<file path="src/rtl/tube_scan_shifter.sv">
// tube_scan_shifter: scans six segment codes onto a 74HC595 chain as {seg, one-hot select} frames.
// Optional TUBE_DIMMING_EN adds a bright port and per-slot PWM dimming on oe.
module tube_scan_shifter #(
  parameter int CLK_DIV     = 2,
  parameter int SCAN_CYCLES = 50000,
  parameter int PWM_STEPS   = 16
) (
  input  logic        clk,
  input  logic        rst_n,
  input  logic [47:0] data_in,
`ifdef TUBE_DIMMING_EN
  input  logic [3:0]  bright,
`endif
  output logic        shcp,
  output logic        stcp,
  output logic        ds,
  output logic        oe
);
  localparam int DW = CLK_DIV > 1 ? $clog2(CLK_DIV) : 1;
  localparam int SW = $clog2(SCAN_CYCLES) > 17 ? $clog2(SCAN_CYCLES) : 17;
  if (CLK_DIV < 1 || SCAN_CYCLES < 33 * CLK_DIV + 2 || PWM_STEPS < 1) begin : g_bad_params
    $error("tube_scan_shifter: parameter combination cannot fit a frame in one slot");
  end
  typedef enum logic [2:0] {LOAD, SHIFT_LO, SHIFT_HI, LATCH, HOLD} state_t;
  state_t state, nxt;
  logic [DW-1:0] div_cnt;
  logic [SW-1:0] slot_cnt;
  logic [3:0]    bit_idx;
  logic [2:0]    digit;
  logic [15:0]   frame, load_word;
  logic          div_end, slot_end, latch_end, shcp_d, stcp_d, ds_d, oe_d;
  assign div_end   = div_cnt == DW'(CLK_DIV - 1);
  assign slot_end  = slot_cnt == SW'(SCAN_CYCLES - 1);
  assign latch_end = state == LATCH && div_end;
  assign load_word = {data_in[8*digit +: 8], 8'b1 << digit};
  always_ff @(posedge clk)
    if (!rst_n) begin
      state    <= LOAD;
      div_cnt  <= '0;
      slot_cnt <= '0;
      bit_idx  <= '0;
      digit    <= '0;
      frame    <= '0;
      shcp     <= 1'b0;
      stcp     <= 1'b0;
      ds       <= 1'b0;
      oe       <= 1'b1;
    end else begin
      state    <= nxt;
      div_cnt  <= (state != nxt || state == HOLD) ? '0 : div_cnt + 1'b1;
      slot_cnt <= (state == HOLD && slot_end) ? '0 : slot_cnt + 1'b1;
      bit_idx  <= state == LOAD ? 4'd15 : (state == SHIFT_HI && div_end) ? bit_idx - 4'd1 : bit_idx;
      digit    <= (state == HOLD && slot_end) ? (digit == 3'd5 ? 3'd0 : digit + 3'd1) : digit;
      frame    <= state == LOAD ? load_word : frame;
      shcp     <= shcp_d;
      stcp     <= stcp_d;
      ds       <= ds_d;
      oe       <= oe_d;
    end
  always_comb begin
    nxt = LOAD;
    case (state)
      LOAD:     nxt = SHIFT_LO;
      SHIFT_LO: nxt = div_end ? SHIFT_HI : SHIFT_LO;
      SHIFT_HI: nxt = div_end ? (bit_idx == 4'd0 ? LATCH : SHIFT_LO) : SHIFT_HI;
      LATCH:    nxt = div_end ? HOLD : LATCH;
      HOLD:     nxt = slot_end ? LOAD : HOLD;
      default:  nxt = LOAD;
    endcase
  end
`ifdef TUBE_DIMMING_EN
  localparam int PHASE_LEN = SCAN_CYCLES / PWM_STEPS;
  localparam int PW = $clog2(PWM_STEPS + 1);
  logic          lit;
  logic [3:0]    bright_q;
  logic [SW-1:0] ph_cnt;
  logic [PW-1:0] ph_idx;
  // Phase index saturates at PWM_STEPS so the slot remainder stays dark.
  always_ff @(posedge clk)
    if (!rst_n) begin
      lit      <= 1'b0;
      bright_q <= '0;
      ph_cnt   <= '0;
      ph_idx   <= '0;
    end else begin
      lit      <= lit | latch_end;
      bright_q <= state == LOAD ? bright : bright_q;
      ph_cnt   <= (state == LOAD || ph_cnt == SW'(PHASE_LEN - 1)) ? '0 : ph_cnt + 1'b1;
      ph_idx   <= state == LOAD ? '0 :
                  (ph_cnt == SW'(PHASE_LEN - 1) && ph_idx != PW'(PWM_STEPS)) ? ph_idx + 1'b1 : ph_idx;
    end
`endif
  // Outputs are registered from the next state so shcp/stcp are glitch-free and aligned with it.
  always_comb begin
    shcp_d = nxt == SHIFT_HI;
    stcp_d = nxt == LATCH;
    ds_d   = state == LOAD ? load_word[15] :
             (state == SHIFT_HI && div_end && bit_idx != 4'd0) ? frame[bit_idx - 4'd1] : ds;
`ifdef TUBE_DIMMING_EN
    oe_d   = !((lit || latch_end) && 32'(ph_idx) < 32'(bright_q));
`else
    oe_d   = latch_end ? 1'b0 : oe;
`endif
  end
endmodule

</file>
<file path="config.mk">
export PLATFORM = sky130hd
export DESIGN_NAME = tube_scan_shifter
export DESIGN_NICKNAME = d
export VERILOG_FILES = /design/src/rtl/tube_scan_shifter.sv
export SDC_FILE = /design/constraint.sdc
export NUM_CORES = 1
export LEC_CHECK = 0
export BUFFER_PORTS_ARGS = -buffer_cell sky130_fd_sc_hd__buf_2
export CAP_MARGIN = 15
export CORE_MARGIN = 4
export CORE_UTILIZATION = 35
export DETAILED_ROUTE_END_ITERATION = 8
export GPL_TIMING_DRIVEN = 0
export HOLD_SLACK_MARGIN = 0.15
export PLACE_DENSITY = 0.62
export SLEW_MARGIN = 20
export SYNTH_ARGS = -nofsm -noshare
export SYNTH_HDL_FRONTEND = slang
export SYNTH_SLANG_ARGS = --single-unit
</file>
<file path="constraint.sdc">
create_clock -name clk -period 4.6 [get_ports clk]
set_input_delay 0.23 -clock clk [delete_from_list [all_inputs] [get_ports clk]]
set_output_delay 0.23 -clock clk [all_outputs]
set_load 0.01 [all_outputs]
</file>
==> results.md, run 1 <==
* Status: complete, no violations
* Global route total overflow at 0
* Insertion delay to the later sink of the worst-skew pair at 0.30 ns
* Number of antenna violations at the first check in global routing at 0
* Critical Path AT at 2.78 ns
* Layout cell share with drive strength beyond 1 at 28.35%
* Total of cells resized after clock tree synthesis at 0
* Summed instance area of the synthesized netlist at 2521 µm²
* CTS H-tree lvls at 2
* Number of enable-type register cells in the synthesized netlist at 0
* Post-route ant nets at 0
* First-pass iteration count of the detailed router at 4
* CP endpoint kind: flop
* Global-route wire length before repair at 9673 µm
* Die span in y at 92.87 µm
* Worst R2R End: ds
* Area growth syn-to-layout at 18.36%
* Effective utilization at floorplan at 36.50%
* Power Total at 0.8050 mW
* Die boundary width at 92.87 µm
* Cell Rows at 30
* Placeable core region at 6907 µm²
* Post-cts hold buffer count at 0
* First element of the critical path: bit_idx[0]
* Worst endpoint required time at 4.80 ns
* Register area share after synthesis at 38.11%
* Rel. slew slack at 60.11%
* Sum of routed wire length over all layers at 5940 µm
* Vias per inst at 5.193
* Post-synth top area share at 38.11%
* Mean area per synthesized cell at 9.407 µm²
* Number of buffers inserted by post-CTS setup repair at 0
* Vias post-DR at 2202
* Dominant cells by area after synthesis: dfxtp_1 38%, mux4_2 9.8%, nor2_1 5.1%, mux2_2 4.0%, xor2_1 3.1%
* Depth of the most critical reg-to-reg path at 7
* Share of the clock period used by the worst path at 56.20%
* Total Negative Setup Slacks at 0 ns
* Final count of pins violating max slew at 0
* Number of design rule violations left after detail routing at 0
* Fill cell instance count of the final layout at 719
* Filler-free cell count of the finished design at 424
* Share of flip-flops with an asynchronous set or reset at 0%
* Boundary Pins at 54
* Clock transition time at the flip-flop clock pins of the worst setup and hold paths at 0.08 ns
* Critical path startpoint category: flop
* Core Util, Final at 43.21%
* CTS Root Buffer Type: clkbuf_8
* R2r setup slk at 2.01 ns
* Number of different library cells in the post-synthesis netlist at 48
* Static Leakage at 1.144 nW
* Shortest clock period the worst path allows after layout at 2.585 ns
* Reg2Reg Launch Point: bit_idx[0]
* Buffers from clock root to sink, at most at 2
* Clock buffers created by TritonCTS at 5
* TritonCTS sink count at 48
* RSZ-0062 raised after global routing: false
* Total die area at 8625 µm²
* Number of maximum-capacitance constraint violations at 0
* Antenna fix cells at 0
* Biggest area consumer among synthesized cells: dfxtp_1
* Clock skew at 0.007028 ns
* Placed cell count at 417
* Transition at the pin with the smallest max-transition slack at 0.5951 ns
* Setup violations, final at 0
* Crit path to: ds
* Type of the most critical hold path: input port to flop
* Port Buffer Count at 53
* Max Clock Freq at 386.8 MHz
* Top flip-flop cell by instance count after synthesis: dfxtp_1
* Layout net count at 382
* Final weighted congestion in routability-driven placement at 0.8048
* Total of warnings raised by yosys at 0
* Post-route worst hold slack at 0.3264 ns
* Largest fanout on the critical path at 8
* Worst Path Class, Setup: flop to flop
* DR WL/cell at 14.01 µm
* CTS tree: built
* Net count of the mapped netlist at 322
* Worst IR Drop VDD at 148.2 µV
* Largest net degree at the start of global routing at 14
* Combined global-route utilization of all metal layers at 13.91%
* Yosys reg bits at 48
* Vias in the first global route at 2054
* Areal power density over the cells at 269.8 nW/µm²
* Detailed placer's ending HPWL at 4567 µm
* First DRT Iteration DRCs at 70
* Post-Syn Instances at 268
* Final-report hold violation count at 0
==> worst min path at each step <==
| stage | startpoint | end | depth (start not counted) |
|---|---|---|---|
| 2_1_floorplan | rst_n | digit[2] | 2 |
| 3_3_place_gp | oe | oe | 2 |
| 4_1_cts | data_in[45] | frame[13] | 4 |
| 5_1_grt | data_in[41] | frame[9] | 4 |
| 6_report | data_in[32] | frame[8] | 4 |
| 3_5_place_dp | frame[5] | frame[5] | 2 |
==> where the power goes <==
part / leakage (nW) / total [mW] / switching [mW] / internal [mW]
logic: 0.711 / 0.123 / 0.0628 / 0.0601
clock network: 0.0410 / 0.238 / 0.134 / 0.104
registers: 0.392 / 0.445 / 0.0111 / 0.433
total: 1.14 / 0.805 / 0.208 / 0.597
==> sequential cells by signal, indices dropped and copies added, names as in the netlist, 3 cells and up <==
name and count:
bit_idx 4, frame 16, digit 3, state 3, slot_cnt 17
==> through the flow <==
stage          area [µm²]  worst slack [ns]
4_1_cts              2984             1.971
3_5_place_dp         2907             1.989
6_report             2984             2.015
5_1_grt              2984             1.724
3_3_place_gp         2907             2.004
2_1_floorplan        2521             2.251
==> layout by cell type (no fill, tap or decap), drive strengths merged, types with 5 or more instances in the layout <==
cell type	n
nand2	18
dfxtp	48
xor2	9
a21oi	15
buf	59
nor3	5
nor2	34
clkbuf	19
nand4	8
xnor2	5
o21ai	14
a221oi	7
nand3	9
mux2	9
mux4	12
==> critical path, cell delays in order, from the launching register on <==
cell and delay [ns]:
dfxtp_1 0.31, clkbuf_1 0.32, inv_1 0.12, ha_1 0.27, xor2_1 0.36, mux4_1 0.60, or3_1 0.31, a31o_1 0.20
==> layout make-up <==
cell class	count	area (µm²)	area share, %
plain buffers	19	80.08	2.683
clock buffers	6	72.57	2.432
clock inverters	1	5.005	0.1677
inverters	5	18.77	0.6289
multi-input cells	196	1461	48.97
flip-flops and latches	48	960.9	32.20
well taps	96	120.1	4.025
repair buffers	53	265.3	8.889
==> kinds of logic (layout without fill, tap and decap cells) <==
| group | after synthesis | count (layout) | share of synthesized area, % |
|---|---|---|---|
| AOI/OAI and AO/OA | 50 | 50 | 13.00 |
| xor gates and xnor gates | 14 | 14 | 4.864 |
| adders and majority gates | 4 | 4 | 1.985 |
| buffers and inverters | 24 | 84 | 3.920 |
| DFF | 48 | 48 | 38.11 |
| muxes | 23 | 23 | 15.68 |
| and+or+nand+nor | 105 | 105 | 22.43 |
==> synthesized netlist by cell type, drive strengths merged, types with 5 or more instances <==
cell    count
dfxtp      48
nor2       34
nand2      18
a21oi      15
o21ai      14
clkbuf     13
mux4       12
mux2        9
nand3       9
xor2        9
nand4       8
a221oi      7
buf         6
nor3        5
xnor2       5
==> per-layer routing <==
metal	vias to the layer above	wire [µm]	GRT usage (%)
li1	1116	-	-
met1	1061	2720	18.46
met2	19	3001	22.98
met3	6	155	2.681
met4	0	62	4.029
met5	-	0	0
No activity file was read; power rests on OpenSTA's default activity.
==> run 2, diff against run 1 <==
Settings changed: PLACE_DENSITY 0.62 to 0.64.
Clock period 4.6 ns to 2.15 ns, I/O delays scaled along.
==> results.md, run 2 (synthesis gave the netlist of run 1 again) <==
* Status: complete, no violations
* Port Buffer Count at 53 (unchanged)
* CTS tree: built
* Clock buffers created by TritonCTS at 5 (unchanged)
* Vias post-DR at 2223 (+0.95%)
* Vias in the first global route at 2100 (+2.2%)
* Type of the most critical hold path: input port to flop
* First-pass iteration count of the detailed router at 6 (+2)
* Final-report hold violation count at 0 (unchanged)
* Most common cell after layout, fill and taps aside: buf_2
* Post-route worst hold slack at 0.1924 ns (-0.1340 ns)
* Total die area at 8625 µm² (unchanged)
* Max Clock Freq at 486.4 MHz (+26%)
* Regs by FF count: slot_cnt (17), frame (16), bit_idx (4)
* Insertion delay to the later sink of the worst-skew pair at 0.30 ns (about the same)
* CP endpoint kind: flop
* Vias per inst at 5.218 (+0.48%)
* CTS Root Buffer Type: clkbuf_8
* Largest reg by FF count: slot_cnt
* Met3 track utilization from global routing at 2.843% (+0.16 points)
* Die span in y at 92.87 µm (unchanged)
* Layout net count at 383 (+0.26%)
* Total Negative Setup Slacks at 0 ns (unchanged)
* RSZ-0062 raised after global routing: false
* Final weighted congestion in routability-driven placement at 0.8297 (+3.1%)
* Share of the clock period used by the worst path at 95.62% (+39 points)
* Critical Path AT at 2.26 ns (-0.52 ns)
* Met2 demand-to-capacity share in global routing at 24.12% (+1.1 points)
* First DRT Iteration DRCs at 139 (+99%)
* Rel. slew slack at 60.85% (+0.73 points)
* Largest net degree at the start of global routing at 20 (+6)
* Combined global-route utilization of all metal layers at 14.46% (+0.55 points)
* Most heavily used metal layer in global routing: met2
* Effective utilization at floorplan at 36.50% (unchanged)
* Clock skew at 0.002924 ns (-0.004104 ns)
* Layout cell share with drive strength beyond 1 at 31.21% (+2.9 points)
* Clock transition time at the flip-flop clock pins of the worst setup and hold paths at 0.09 ns (about the same)
* Sum of routed wire length over all layers at 6138 µm (+3.3%)
* CTS H-tree lvls at 2 (unchanged)
* Largest fanout on the critical path at 8 (unchanged)
* Number of maximum-capacitance constraint violations at 0 (unchanged)
* Design area at 3097 µm² (+3.8%)
* Die boundary width at 92.87 µm (unchanged)
* Final count of pins violating max slew at 0 (unchanged)
* Boundary Pins at 54 (unchanged)
* Cell Rows at 30 (unchanged)
* Worst IR Drop VDD at 312.0 µV (+110%)
* Number of design rule violations left after detail routing at 0 (unchanged)
* Placeable core region at 6907 µm² (unchanged)
* Transition at the pin with the smallest max-transition slack at 0.5841 ns (-0.01096 ns)
* TritonCTS sink count at 48 (unchanged)
* Areal power density over the cells at 635.0 nW/µm² (+140%)
* Antenna fix cells at 0 (unchanged)
* Area growth syn-to-layout at 22.83%
* Shortest clock period the worst path allows after layout at 2.056 ns (-0.5293 ns)
* Global route total overflow at 0 (unchanged)
* Setup violations, final at 0 (unchanged)
* Highest-count cells in the layout ignoring fill and taps: 58 x buf_2, 48 x dfxtp_1, 34 x nor2_1
* Worst endpoint required time at 2.35 ns (-2.45 ns)
* Static Leakage at 1.183 nW (+3.4%)
* DR WL/cell at 14.41 µm (+2.8%)
* Post-route ant nets at 0 (unchanged)
* Global-route wire length before repair at 10090 µm (+4.3%)
* Number of antenna violations at the first check in global routing at 0 (unchanged)
* Flip-flop count of the largest register after layout at 17 (unchanged)
* Area after DPL at 2918 µm² (+0.39%)
* Critical path startpoint category: flop
* GR met1 Demand/Resource at 19.15% (+0.69 points)
* Buffers from clock root to sink, at most at 2 (unchanged)
* Detailed placer's ending HPWL at 4660 µm (+2.0%)
* Worst Path Class, Setup: flop to flop
## run 2: area by class of cell
cell class / count / area, µm²
buffer: 18 / 87.58
clock buffer: 7 / 96.34
clock inverter: 1 / 30.03
fill: 701 / 3810
inverter: 5 / 21.27
multi-input combinational: 196 / 1496
sequential: 48 / 960.9
tap: 96 / 120.1
timing repair buffer: 55 / 284.0
## run 2: stage by stage
| step | total power [mW] | worst slack, ns | std cells | util, % |
|---|---|---|---|---|
| floorplan | 1.144 | 0.02011 | 268 | - |
| global placement | 1.237 | -0.1602 | 417 | 42.25 |
| detailed placement | 1.243 | -0.1918 | 417 | 42.25 |
| CTS | 1.980 | 0.01146 | 426 | 44.53 |
| global route | 2.053 | 0.006721 | 426 | 44.84 |
| finish | 1.967 | 0.09425 | 426 | 44.84 |
## run 2: worst max-delay path, cell delays in order (launching register included)
cell	delay [ns]
dfxtp_1	0.33
buf_6	0.14
inv_4	0.05
ha_4	0.17
xor2_4	0.19
buf_6	0.12
mux4_2	0.49
o31a_1	0.29
a31o_1	0.17
## run 2: routing by layer
layer | vias to the layer above | routed length, µm
met5 | - | 0
met4 | 0 | 63
met2 | 37 | 3072
met3 | 6 | 205
met1 | 1069 | 2795
li1 | 1111 | -
## run 2: what timing repair did
action | 4_1_cts | 5_1_grt
buffers inserted | 2 | 0
resized for setup | 5 | 8
hold buffers | 0 | 0
pin swaps | 1 | 0
setup endpoints to repair | 2 | 13
## run 2: power by group
| group | internal, mW | total [mW] | switching [mW] |
|---|---|---|---|
| logic | 0.158 | 0.305 | 0.147 |
| clock network | 0.410 | 0.708 | 0.297 |
| registers | 0.927 | 0.954 | 0.0267 |
| total | 1.50 | 1.97 | 0.471 |
## run 2: final timing paths
path	slack, ns	depth (start not counted)	endpoint	startpoint
min reg2reg	0.44	2	oe	oe
max	0.09	8	ds	bit_idx[0]
max reg2reg	0.09	8	ds	bit_idx[0]
min	0.19	3	slot_cnt[2]	rst_n
==> run 3, diff against run 2 <==
Settings changed: CTS_BUF_LIST set to sky130_fd_sc_hd__clkbuf_8 sky130_fd_sc_hd__clkbuf_16, PLACE_DENSITY 0.64 to 0.62.
Clock period 2.15 ns to 2.44 ns, I/O delays scaled along.
==> results.md, run 3 (synthesis gave the netlist of run 1 again) <==
* Largest reg by FF count: slot_cnt
* Antenna fix cells at 0 (unchanged)
* Transition at the pin with the smallest max-transition slack at 0.6294 ns (+0.04530 ns)
* Global-route wire length before repair at 9701 µm (-3.8%)
* Clock network fraction of design power at 29.3% (-6.7 points)
* Cell class contributing the biggest share of worst-path delay: multiplexers
* Placed cell count at 417 (unchanged)
* Worst IR Drop VDD at 279.6 µV (-10%)
* First DRT Iteration DRCs at 81 (-42%)
* RSZ-0062 raised after global routing: false
* Critical Path AT at 2.46 ns (+0.20 ns)
* Regs by FF count: slot_cnt (17), frame (16), bit_idx (4)
* Vias per inst at 5.182 (-0.70%)
* Share of the clock period used by the worst path at 92.47% (-3.1 points)
* Max Clock Freq at 443.2 MHz (-8.9%)
* Final count of pins violating max slew at 0 (unchanged)
* CTS H-tree lvls at 2 (unchanged)
* Cell Rows at 30 (unchanged)
* Flip-flop count of the largest register after layout at 17 (unchanged)
* Shortest clock period the worst path allows after layout at 2.256 ns (+0.2006 ns)
* Static Leakage at 1.148 nW (-3.0%)
* Port Buffer Count at 53 (unchanged)
* Worst R2R End: ds
* Depth of the most critical reg-to-reg path at 6 (-2)
* Sum of routed wire length over all layers at 5972 µm (-2.7%)
* Area growth syn-to-layout at 18.56%
* Boundary Pins at 54 (unchanged)
* Insertion delay to the later sink of the worst-skew pair at 0.30 ns (about the same)
* Net switching power of the design at 0.3961 mW (-16%)
* Worst path buffer plus inverter count at 1 (-2)
* Layout net count at 381 (-0.52%)
* Setup violations, final at 0 (unchanged)
* Areal power density over the cells at 508.2 nW/µm² (-20%)
* Vias in the first global route at 2066 (-1.6%)
* Largest fanout on the critical path at 8 (unchanged)
* Number of antenna violations at the first check in global routing at 0 (unchanged)
* Die span in y at 92.87 µm (unchanged)
* Critical path startpoint category: flop
* Die boundary width at 92.87 µm (unchanged)
* Highest-count cells in the layout ignoring fill and taps: 59 x buf_2, 47 x dfxtp_1, 34 x nor2_1
* Reg power frac at 55.5% (+7.0 points)
* Post-route worst hold slack at 0.2176 ns (+0.02524 ns)
* Reg2Reg Launch Point: bit_idx[0]
* Layout cell share with drive strength beyond 1 at 29.05% (-2.2 points)
* Status: complete, no violations
* Clock transition time at the flip-flop clock pins of the worst setup and hold paths at 0.09 ns (about the same)
* M1 wire length at 2741 µm (-1.9%)
* Clock buffers created by TritonCTS at 5 (unchanged)
* Final-report hold violation count at 0 (unchanged)
* Worst Path Class, Setup: flop to flop
* Internal Pwr Total at 1.123 mW (-25%)
* Type of the most critical hold path: input port to flop
* Combinational share of power at 15.2% (-0.3 points)
* Buffers from clock root to sink, at most at 2 (unchanged)
* Power Total at 1.519 mW (-23%)
* Met3 WL at 170 µm (-17%)
* Effective utilization at floorplan at 36.50% (unchanged)
* Cell chain of the critical path: inv_1 > ha_1 > xor2_2 > mux4_1 > or3_1 > a31o_1
* Filler-free cell count of the finished design at 423 (-0.70%)
* Share of total power consumed by net switching at 26.08% (+2.1 points)
* Largest net degree at the start of global routing at 14 (-30%)
* CP endpoint kind: flop
* Crit path to: ds
* Number of maximum-capacitance constraint violations at 0 (unchanged)
* Met2 wire length at 2997 µm (-2.4%)
* Post-cts hold buffer count at 0 (unchanged)
* CTS Root Buffer Type: clkbuf_8
* Longest individual stage delay on the worst path at 0.58 ns (+0.09 ns)
* Design area at 2989 µm² (-3.5%)
* Clock skew at 0.007198 ns (+0.004274 ns)
* Global route total overflow at 0 (unchanged)
* Combined global-route utilization of all metal layers at 13.97% (-0.49 points)
* Critical-path top delay cell: mux4_1
* First-pass iteration count of the detailed router at 4 (-2)
* Detailed placer's ending HPWL at 4567 µm (-2.0%)
* Total Negative Setup Slacks at 0 ns (unchanged)
* Worst path depth at 6 (-2)
* Most common cell after layout, fill and taps aside: buf_2
* Vias post-DR at 2192 (-1.4%)
* Worst endpoint required time at 2.64 ns (+0.29 ns)
* CTS tree: built
* Number of design rule violations left after detail routing at 0 (unchanged)
* Placeable core region at 6907 µm² (unchanged)
* R2r setup slk at 0.18 ns (+0.09 ns)
* Number of buffers inserted by post-CTS setup repair at 0 (-2)
* DR WL/cell at 14.12 µm (-2.0%)
* Total die area at 8625 µm² (unchanged)
* First element of the critical path: bit_idx[0]
* Highest metal used: met4
* Rel. slew slack at 57.81% (-3.0 points)
* TritonCTS sink count at 48 (unchanged)
* Post-route ant nets at 0 (unchanged)
* Area after DPL at 2907 µm² (-0.39%)
* Final weighted congestion in routability-driven placement at 0.8048 (-3.0%)
==> run 3: cell count changes in the layout (fill, tap and decap cells not counted), sizes merged <==
cell / previous run / this run
inv: 3 / 4
clkinv: 2 / 3
clkbuf: 19 / 17
buf: 61 / 59
bufinv: 1 / 0
==> run 3: cell type report <==
| cell class | instances | area (µm²) |
|---|---|---|
| Buffer | 18 | 76.32 |
| Clock buffer | 5 | 68.82 |
| Clock inverter | 2 | 8.758 |
| Fill cell | 725 | 3918 |
| Inverter | 5 | 18.77 |
| Multi-Input combinational cell | 196 | 1469 |
| Sequential cell | 48 | 962.2 |
| Tap cell | 96 | 120.1 |
| Timing Repair Buffer | 53 | 265.3 |
==> run 3: worst min-delay path by stage <==
stage | from | to | slack (ns) | depth (start not counted)
2_1_floorplan | rst_n | digit[2] | 0.31 | 2
3_3_place_gp | oe | oe | 0.43 | 2
3_5_place_dp | frame[5] | frame[5] | 0.44 | 2
4_1_cts | data_in[45] | frame[13] | 0.22 | 4
5_1_grt | data_in[41] | frame[9] | 0.23 | 4
6_report | data_in[32] | frame[8] | 0.22 | 4
==> run 3: repair_timing <==
item                                    4_1_cts  5_1_grt
cloned                                        0        0
gates resized for setup                       1        1
endpoints found under the setup margin        1        1
==> run 3: per-stage QoR <==
step	setup WS, ns	utilization, %
6_report	0.1836	43.28
3_5_place_dp	-0.1712	42.08
4_1_cts	0.04631	43.26
3_3_place_gp	-0.1563	42.08
5_1_grt	0.008274	43.28
2_1_floorplan	0.09078	-
==> run 3: tightest hold or removal path, stage by stage <==
cell and delay [ns]:
buf_2 0.07, mux2_2 0.13, a221oi_1 0.07, nor2_1 0.09
==> run 3: per-layer routing <==
layer	vias up	global-route usage, %
met3	7	2.681
met4	0	4.029
met2	20	23.16
li1	1115	-
met5	-	0
met1	1050	18.48
==> run 3: power by group through the flow <==
stage / Sequential (mW) / Combinational, mW / Clock, mW
5_1_grt: 0.850 / 0.256 / 0.498
2_1_floorplan: 0.853 / 0.152 / 0
3_5_place_dp: 0.857 / 0.233 / 0
3_3_place_gp: 0.856 / 0.229 / 0
6_report: 0.843 / 0.230 / 0.445
4_1_cts: 0.843 / 0.230 / 0.462
